[config.mk]
export PLATFORM = sky130hd
export DESIGN_NAME = cnt_share_array_gen
export DESIGN_NICKNAME = d
export VERILOG_FILES = /design/src/rtl/cnt_share_pkg.sv /design/src/rtl/cnt_share_pipe.sv /design/src/rtl/cnt_share_array_gen.sv
export SDC_FILE = /design/constraint.sdc
export NUM_CORES = 1
export LEC_CHECK = 0
export BUFFER_PORTS_ARGS = -buffer_cell sky130_fd_sc_hd__buf_2
export CAP_MARGIN = 10
export CORE_AREA = 2 2 133 135
export CTS_BUF_LIST = sky130_fd_sc_hd__clkbuf_8
export DETAILED_ROUTE_END_ITERATION = 7
export DIE_AREA = 0 0 135 137
export PLACE_DENSITY_LB_ADDON = 0.25
export SLEW_MARGIN = 0
export SYNTH_ARGS = -nofsm -noshare
export SYNTH_HDL_FRONTEND = slang
export SYNTH_SLANG_ARGS = --single-unit
[constraint.sdc]
create_clock -name clk -period 2.8 [get_ports clk]
set_clock_uncertainty 0.05 [all_clocks]
set_input_delay 0.14 -clock clk [delete_from_list [all_inputs] [get_ports clk]]
set_output_delay 0.14 -clock clk [all_outputs]
set_load 0.01 [all_outputs]
[src/rtl/cnt_share_pkg.sv]
// rtl/cnt_share_pkg.sv - shared types, limits and wrap-point helper for the shared index counter
package cnt_share_pkg;

    typedef enum logic {
        S_IDLE = 1'b0,
        S_RUN  = 1'b1
    } cnt_state_t;

    // Deepest fan-out delay line; deeper requests are clamped to this.
    localparam int PDEP_MAX = 4;

    // Last count value before wrap. A period of 0 means the full 2^cwid range,
    // so the wrap point is all-ones and the counter overflows naturally.
    function automatic logic [31:0] last_of(input logic [31:0] per, input int cwid);
        logic [31:0] all_ones;
        all_ones = (cwid >= 32) ? 32'hFFFF_FFFF : ((32'd1 << cwid) - 32'd1);
        return (per == 32'd0) ? all_ones : (per - 32'd1);
    endfunction

endpackage

[src/rtl/cnt_share_pipe.sv]
// rtl/cnt_share_pipe.sv - one buffer group's (count, valid) register delay line
module cnt_share_pipe
    import cnt_share_pkg::*;
#(
    parameter int CWID = 10,
    parameter int PDEP = 1
) (
    input  logic            clk,
    input  logic            rst_n,
    input  logic [CWID-1:0] cnt_in,
    input  logic            valid_in,
    output logic [CWID-1:0] cnt_out,
    output logic            valid_out
);

    localparam int DEPTH = (PDEP > PDEP_MAX) ? PDEP_MAX : PDEP;

    if (DEPTH == 0) begin : g_tap
        assign cnt_out   = cnt_in;
        assign valid_out = valid_in;
    end else begin : g_reg
        // Kept as a distinct flop set per group so each group can be placed near its consumers.
        (* keep = "true" *) logic [DEPTH-1:0][CWID-1:0] cnt_q;
        (* keep = "true" *) logic [DEPTH-1:0]           valid_q;

        // Shift (count, valid) one stage per clock; stage 0 samples the live counter.
        always_ff @(posedge clk or negedge rst_n) begin
            if (!rst_n) begin
                cnt_q   <= '0;
                valid_q <= '0;
            end else begin
                cnt_q[0]   <= cnt_in;
                valid_q[0] <= valid_in;
                for (int i = 1; i < DEPTH; i++) begin
                    cnt_q[i]   <= cnt_q[i-1];
                    valid_q[i] <= valid_q[i-1];
                end
            end
        end

        assign cnt_out   = cnt_q[DEPTH-1];
        assign valid_out = valid_q[DEPTH-1];
    end

endmodule

[src/rtl/cnt_share_array_gen.sv]
// rtl/cnt_share_array_gen.sv - shared programmable-period index counter with start/clear FSM and buffered fan-out
module cnt_share_array_gen
    import cnt_share_pkg::*;
#(
    parameter int  CWID = 10,
    parameter int  BDIM = 1,
    parameter int  SDIM = 32,
    parameter int  PDEP = 1,
    localparam int TDIM = (BDIM < 1) ? 1 : BDIM
) (
    input  logic                            clk,
    input  logic                            rst_n,
    input  logic                            start,
    input  logic                            clear,
    input  logic                            enable,
    input  logic [CWID-1:0]                 period,
    input  logic                            oneshot,
    output logic                            busy,
    output logic                            wrap,
    output logic [TDIM*SDIM-1:0][CWID-1:0]  cntSeq,
    output logic [TDIM-1:0]                 validSeq
);

    cnt_state_t      state;
    logic [CWID-1:0] cnt;
    logic [CWID-1:0] per_reg;
    logic            mode_reg;
    logic [CWID-1:0] last;
    logic            v0;

    assign last = CWID'(last_of(32'(per_reg), CWID));
    assign busy = (state == S_RUN);
    assign v0   = busy & enable;

    // Control FSM, counter and run configuration; clear overrides everything but reset.
    always_ff @(posedge clk or negedge rst_n) begin
        if (!rst_n) begin
            state    <= S_IDLE;
            cnt      <= '0;
            per_reg  <= '0;
            mode_reg <= 1'b0;
            wrap     <= 1'b0;
        end else if (clear) begin
            state <= S_IDLE;
            cnt   <= '0;
            wrap  <= 1'b0;
        end else begin
            wrap <= 1'b0;
            case (state)
                S_IDLE: begin
                    if (start) begin
                        state    <= S_RUN;
                        per_reg  <= period;
                        mode_reg <= oneshot;
                        cnt      <= '0;
                    end
                end
                S_RUN: begin
                    if (enable) begin
                        if (cnt == last) begin
                            cnt  <= '0;
                            wrap <= 1'b1;
                            if (mode_reg) begin
                                state <= S_IDLE;
                            end
                        end else begin
                            cnt <= cnt + CWID'(1);
                        end
                    end
                end
                default: begin
                    state <= S_IDLE;
                end
            endcase
        end
    end

    for (genvar g = 0; g < TDIM; g++) begin : g_grp
        logic [CWID-1:0] grp_cnt;
        logic            grp_valid;

        (* keep = "true" *) cnt_share_pipe #(
            .CWID (CWID),
            .PDEP (PDEP)
        ) u_pipe (
            .clk       (clk),
            .rst_n     (rst_n),
            .cnt_in    (cnt),
            .valid_in  (v0),
            .cnt_out   (grp_cnt),
            .valid_out (grp_valid)
        );

        assign validSeq[g] = grp_valid;

        for (genvar s = 0; s < SDIM; s++) begin : g_lane
            assign cntSeq[g*SDIM+s] = grp_cnt;
        end
    end

endmodule

[Word level (Yosys, flattened, before mapping)]
Index checks and enable logic that the tools add are counted.
Word-level totals
  input bits: 16
  register bits: 34
  output and inout bits: 323
Cells by class
  eq/ne operators: 3
  $add $sub $neg: 2
  mux-type cells: 16
  bitwise operators: 3
  reduce and logical (&&, ||, !) cells: 3
Operators by type and width (number)
  10-bit two-way mux: 5
  10-bit case mux with 2 select lines: 1
  10-bit by 1-bit adder with 10-bit output, second input constant: 1
  10-bit equality test: 1
  10-bit zero test: 1
  10-bit by 1-bit subtractor with 10-bit output, second input constant: 1
  1-bit two-way mux: 9
  3-bit inequality test, second input constant: 2
  3-bit AND reduction: 1
  1-bit NOT: 2
  1-bit case mux with 2 select lines: 1
  2-bit AND reduction: 1
  1-bit AND: 1

[Longest topological paths before layout]
Gate-level depths: netlist of run 1.
  word-level depth: 7
  depth in mapped cells: 11
  mapped depth without buffers: 9

[Modules after synthesis]
A second synthesis of run 1 with hierarchy kept.
Unflattened totals
  cell total of the unflattened synthesis: 510
  area total of the unflattened synthesis: 4342.9 sq um
Modules (own cells, without submodules)
  cnt_share_array_gen: cells an instance 488, area an instance 3985.1 sq um, seq. area each 575.6 sq um, times used 1
  cnt_share_pipe: cells an instance 22, area an instance 357.8 sq um, seq. area each 275.3 sq um, times used 1

[Worst setup path before layout of run 1]
OpenSTA, ideal clock, no wires.
  kind: register to register
  start point: register per_reg[0]
  end point: register cnt[4]
  clock period less this slack: 3.058 ns
  cell stages (with the launch flop): 12
  arrival: 2.884 ns
  data required time: 2.626 ns
  library setup time: 0.124 ns
  path slack: -0.258 ns
  path through: dfrtp_1 inv_1 ha_1 or3b_1 buf_2 or4_4 or2_0 a32o_1 o41ai_4 buf_6 nor2_2 a211o_1
Between the ends
  longest elaborated chain between the ends: 7
  elaborated cells between the ends (all ways): 8
  those cells by class: 1 x add/sub; 1 x eq/ne; 5 x mux; 1 x reduce/logical
RTL lines
  start, declared: line cnt_share_array_gen.sv:26  | logic [CWID-1:0] per_reg;
  start signal, assigned: line cnt_share_array_gen.sv:53  | per_reg <= period;
  10-bit by 1-bit subtractor with 10-bit output / 10-bit zero test (equally long branches): line cnt_share_pkg.sv:17  | return (per == 32'd0) ? all_ones : (per - 32'd1);
  10-bit two-way mux (*): line cnt_share_pkg.sv:17
  10-bit equality test (*): line cnt_share_array_gen.sv:60  | if (cnt == last) begin
  10-bit two-way mux (*): line cnt_share_array_gen.sv:60
  10-bit two-way mux (*): line cnt_share_array_gen.sv:59  | if (enable) begin
  10-bit case mux with 2 select lines (*): line cnt_share_array_gen.sv:49  | case (state)
  10-bit two-way mux (*): line cnt_share_array_gen.sv:43  | end else if (clear) begin
  end signal, assigned: line cnt_share_array_gen.sv:67  | cnt <= cnt + CWID'(1);
  end, declared: line cnt_share_array_gen.sv:25  | logic [CWID-1:0] cnt;
Every way passes the cells marked *; elsewhere a longest branch is shown, timed or not. The select of a mux whose other input is x is not followed.
A chain may end at the register's enable or synchronous reset.

[Final worst setup path of run 1]
  start point: register per_reg[1]
  end point: register cnt[6]
Same word-level chain as after synthesis.

==> results of run 1 <==
==> layout make-up <==
cell class	count	area share, %
clock buffer	6	2.04
multi-input combinational	114	21.8
sequential	34	21.0
timing repair buffer	368	47.8
inverter	4	0.371
tap	225	6.96
==> metrics by stage <==
stage	setup WS, ps	cells	cell area, um^2
3_3_place_gp	-164	734	3810
3_5_place_dp	-320	734	3810
6_report	-117	751	4040
2_1_floorplan	-191	481	4150
5_1_grt	-242	751	4040
4_1_cts	-91.8	750	4000
==> routing by layer <==
layer | track usage (%) | wire length, um | vias up
met5 | 0 | 0 | -
met1 | 9.08 | 3250 | 1187
met4 | 1.85 | 62 | 0
met3 | 1.44 | 558 | 4
li1 | - | - | 1312
met2 | 10.9 | 3880 | 130
==> how the worst min path moves through the flow <==
| stage | start | to | slack (ps) | cells past startpoint |
|---|---|---|---|---|
| after floorplan | rst_n | busy$_DFF_PN0_ | -210 | 0 |
| after global placement | rst_n | per_reg[7]$_DFFE_PN0P_ | 220 | 1 |
| after detailed placement | rst_n | per_reg[8]$_DFFE_PN0P_ | 210 | 1 |
| after CTS | period[1] | per_reg[1]$_DFFE_PN0P_ | 8 | 3 |
| after global routing | clear | wrap$_DFF_PN0_ | 20 | 2 |
| final | period[1] | per_reg[1]$_DFFE_PN0P_ | 20 | 3 |
==> power breakdown <==
group          leakage [nW]  total [W]  internal, W  switching (W)
sequential            0.449   0.000553     0.000525      0.0000285
clock                0.0431   0.000354     0.000190       0.000165
combinational          2.29   0.000385     0.000199       0.000186
==> worst max-delay path: cells and delay by family, from the launching register on <==
family	cells	cell delay (ps)
flops	1	390
compound gates	4	1140
simple gates	3	890
buf+inv	2	320
==> repair_timing <==
| item | 4_1_cts | 5_1_grt |
|---|---|---|
| resized for setup | 10 | 7 |
| hold buffers | 1 | 0 |
| setup endpoints to repair | 12 | 12 |
| pin swaps | 7 | 3 |
| endpoints found under the hold margin | 34 | 0 |
| setup buffers | 8 | 1 |
| gates cloned | 1 | 0 |
==> metrics, run 1 <==
final WL=7.75 mm; Clock Latency Late Sink=280 ps; most frequent cells in the layout=buf_2, dfrtp_1, buf_4; port bufs=338; Rows=48; Worst EP required=2920 ps; final setup fails=10; setup ws final=-117 ps; register area=851 um^2; critical path class=reg2reg; total CTS buffers=5; violated checks=negative setup slack; Pwr Total=0.00129 W; VDD IR-drop max=0.247 mV; Layout Nets=545; starting density of the core=24.2%; gpl congestion=0.807; post-route minimum period=2920 ps; Hold Path Class=in2reg; outcome=finished with violations; die width=135 um; CP Max Fanout=7; crit-path cells=buf_4 -> or4_4 -> or3_1 -> a211o_1 -> a32o_2 -> o41ai_4 -> buf_6 -> nor3_2 -> a211o_1; Net Count, Synth=499; TritonCTS clock tree=built; Area Overhead vs Synth=-2.00%; ant diodes=0; YS warnings=0; via density per instance=3.51; multi-input logic area=882 um^2; worst r2r dst=cnt[6]$_DFFE_PN0P_; largest net degree at the start of global routing=35; Pre-antenna DRT Iters=4; Hold WS=15.9 ps; worst setup path endpoint=cnt[6]$_DFFE_PN0P_; crit-path most repeated cell=a211o_1; Clock transition at path regs=70 ps; GRT Util Overall=6.73%; DRT iter0 DRCs=53; Wirelength per Cell=10.3 um; Reg2Reg Setup Slack=-120 ps; Final period util=104%; CTS Buffer Depth=2; Crit. End Element=flip-flop; layout cells sized above 1=76.6%; WP data arrival=3030 ps; drc violations=0; number of max-slew violations in the final report=0; Pleak=2.78 nW; Overflow after GRT=0; Max Cap Viol=0; clk sinks=34; vias in the first global route=1812; Setup TNS Final=-705 ps; Syn Area/Cell=8.58 um^2; RSZ-0062 raised after global routing=yes; Mapped Cells=481; Hold Fails Final Rpt=0; most common cell after layout, fill and taps aside=buf_2; die area=0.0185 mm^2; core area=0.0171 mm^2; first-pass GRT wire length=9.97 mm; post-layout util=23.7%; Rel. slew slack=49.0%; Tightest Pin Transition=764 ps; Post-DP HPWL=6.02 mm; CP Launch Point=per_reg[1]$_DFFE_PN0P_; IO Count=339; CP max stage delay=530 ps; DRT antenna net count=0; CTS root buffer=clkbuf_8; worst reg2reg startpoint=per_reg[1]$_DFFE_PN0P_; Power Dens Cells=320 mW/mm^2; R2R cell count=9; filler cell count in the final layout=1892; initial antenna violation count=0; die height=137 um; total vias in the final route=2633; critical path startpoint category=flip-flop; H-tree depth=2; fmax=0.343 GHz; slowest cell on the critical path=or4_4; Mapped Area=0.00413 mm^2
Note: power is estimated with default switching activity, not from simulation.
==> run 2, diff against run 1 <==
--- a/config.mk
+++ b/config.mk
@@ -11,7 +11,7 @@
 export CTS_BUF_LIST = sky130_fd_sc_hd__clkbuf_8
 export DETAILED_ROUTE_END_ITERATION = 7
 export DIE_AREA = 0 0 135 137
-export PLACE_DENSITY_LB_ADDON = 0.25
+export PLACE_DENSITY_LB_ADDON = 0.2
 export SLEW_MARGIN = 0
 export SYNTH_ARGS = -nofsm -noshare
 export SYNTH_HDL_FRONTEND = slang
==> metrics, run 2 (same netlist as run 1, synthesis figures left out) <==
worst hold path startpoint=period[0] (was period[1]); worst r2r dst=cnt[4]$_DFFE_PN0P_ (was cnt[6]$_DFFE_PN0P_); final WL=8.01 mm (was 7.75 mm); Power Dens Cells=331 mW/mm^2 (was 320 mW/mm^2); Final period util=109% (was 104%); setup ws final=-245 ps (was -117 ps); Pwr Total=0.00138 W (was 0.00129 W); IO Count=339 (unchanged); DRT iter0 DRCs=63 (was 53); RSZ-0062 raised after global routing=yes (unchanged); outcome=finished with violations (unchanged); vias in the first global route=1864 (was 1812); most frequent cells in the layout=buf_2, dfrtp_1, buf_4 (unchanged); VDD IR-drop max=0.239 mV (was 0.247 mV); critical path startpoint category=flip-flop (unchanged); Overflow after GRT=0 (unchanged); Pre-antenna DRT Iters=4 (unchanged); R2R cell count=10 (was 9); GRT Util Overall=7.02% (was 6.73%); Layout Nets=553 (was 545); hold endpoint=per_reg[0]$_DFFE_PN0P_ (was per_reg[1]$_DFFE_PN0P_); register area=851 um^2 (unchanged); total CTS buffers=5 (unchanged); die area=0.0185 mm^2 (unchanged); gpl congestion=0.754 (was 0.807); crit-path cells=buf_6 -> or4_4 -> or3_1 -> a211o_1 -> a32o_2 -> o41ai_4 -> buf_4 -> buf_12 -> nor3_4 -> a211o_1 (was buf_4 -> or4_4 -> or3_1 -> a211o_1 -> a32o_2 -> o41ai_4 -> buf_6 -> nor3_2 -> a211o_1); die height=137 um (unchanged); post-route minimum period=3040 ps (was 2920 ps); WP data arrival=3170 ps (was 3030 ps); fmax=0.328 GHz (was 0.343 GHz); Crit. End Element=flip-flop (unchanged); first-pass GRT wire length=10.4 mm (was 9.97 mm); drc violations=0 (unchanged); Rows=48 (unchanged); DRT antenna net count=0 (unchanged); multi-input logic area=881 um^2 (was 882 um^2); Rel. slew slack=47.4% (was 49.0%); worst reg2reg startpoint=per_reg[0]$_DFFE_PN0P_ (was per_reg[1]$_DFFE_PN0P_); most common cell after layout, fill and taps aside=buf_2 (unchanged); final setup fails=11 (was 10); violated checks=negative setup slack (unchanged); core area=0.0171 mm^2 (unchanged); CTS root buffer=clkbuf_8 (unchanged); starting density of the core=24.2% (unchanged); Worst EP required=2930 ps (was 2920 ps); Max Cap Viol=0 (unchanged); number of max-slew violations in the final report=0 (unchanged); clk sinks=34 (unchanged); Clock Latency Late Sink=290 ps (was 280 ps); Hold Path Class=in2reg (unchanged); total vias in the final route=2626 (was 2633); port bufs=338 (unchanged); ant diodes=0 (unchanged); CP Launch Point=per_reg[0]$_DFFE_PN0P_ (was per_reg[1]$_DFFE_PN0P_); largest net degree at the start of global routing=35 (unchanged); post-layout util=24.5% (was 23.7%); die width=135 um (unchanged); layout cells sized above 1=76.5% (was 76.6%); Hold WS=10.3 ps (was 15.9 ps); via density per instance=3.45 (was 3.51); CP max stage delay=520 ps (was 530 ps); filler cell count in the final layout=1926 (was 1892); initial antenna violation count=0 (unchanged); Pleak=2.85 nW (was 2.78 nW); Reg2Reg Setup Slack=-240 ps (was -120 ps); hold-critical path depth=3 (unchanged); Clock transition at path regs=70 ps (about the same); slowest cell on the critical path=or4_4 (unchanged); H-tree depth=2 (unchanged); crit-path most repeated cell=a211o_1 (unchanged); critical path class=reg2reg (unchanged); Area Overhead vs Synth=1.33% (was -2.00%); Hold Fails Final Rpt=0 (unchanged); Wirelength per Cell=10.5 um (was 10.3 um); TritonCTS clock tree=built (unchanged); Post-DP HPWL=6.23 mm (was 6.02 mm); CTS Buffer Depth=2 (unchanged); Tightest Pin Transition=789 ps (was 764 ps); CP Max Fanout=8 (was 7)
==> run 2: how the worst max path moves through the flow <==
stage / cells past startpoint / endpoint / slack [ps]
after floorplan: 11 / cnt[4]$_DFFE_PN0P_ / -190
after global placement: 8 / cnt[4]$_DFFE_PN0P_ / -190
after detailed placement: 8 / cnt[7]$_DFFE_PN0P_ / -250
after CTS: 10 / cnt[3]$_DFFE_PN0P_ / -140
after global routing: 11 / cnt[6]$_DFFE_PN0P_ / -330
final: 10 / cnt[4]$_DFFE_PN0P_ / -240
==> run 2: what timing repair did <==
item | in CTS | in global routing
setup endpoints to repair | 11 | 12
hold buffers | 3 | 0
hold endpoints to repair | 36 | 0
gates cloned | 1 | 0
resized for setup | 9 | 11
buffers inserted | 8 | 5
pin swaps | 10 | 6
==> run 2: cell type report <==
class                      instances  share of cell area, %
sequential                        34                   20.4
multi-input combinational        114                   21.1
clock buffer                       8                   2.63
tap                              225                   6.73
inverter                           4                  0.359
timing repair buffer             376                   48.8
==> run 2: worst max-delay path: cells and delay by family (launching register included) <==
family | cells | cell delay [ps]
simple gates | 3 | 870
buf+inv | 3 | 430
flops | 1 | 410
compound gates | 4 | 1150
==> run 2: stage by stage <==
stage                     area (um^2)  cells  setup slack [ps]  TNS [ps]
after floorplan                  4150    481              -191      -976
after global placement           3830    736              -194      -941
after detailed placement         3830    736              -253     -1460
after CTS                        4100    756              -135      -789
after global routing             4180    761              -326     -2930
final                            4180    761              -245     -1820
==> run 2: per-layer routing <==
metal | wire, um | GRT usage, %
met5 | 0 | 0
met1 | 3340 | 9.43
met3 | 578 | 1.85
met4 | 37 | 1.04
met2 | 4050 | 11.6
==> run 2: where the power goes <==
group | total [W] | leakage (nW) | internal [W] | switching [W]
Sequential | 0.000553 | 0.449 | 0.000525 | 0.0000281
Combinational | 0.000400 | 2.35 | 0.000213 | 0.000187
Clock | 0.000430 | 0.0575 | 0.000248 | 0.000181
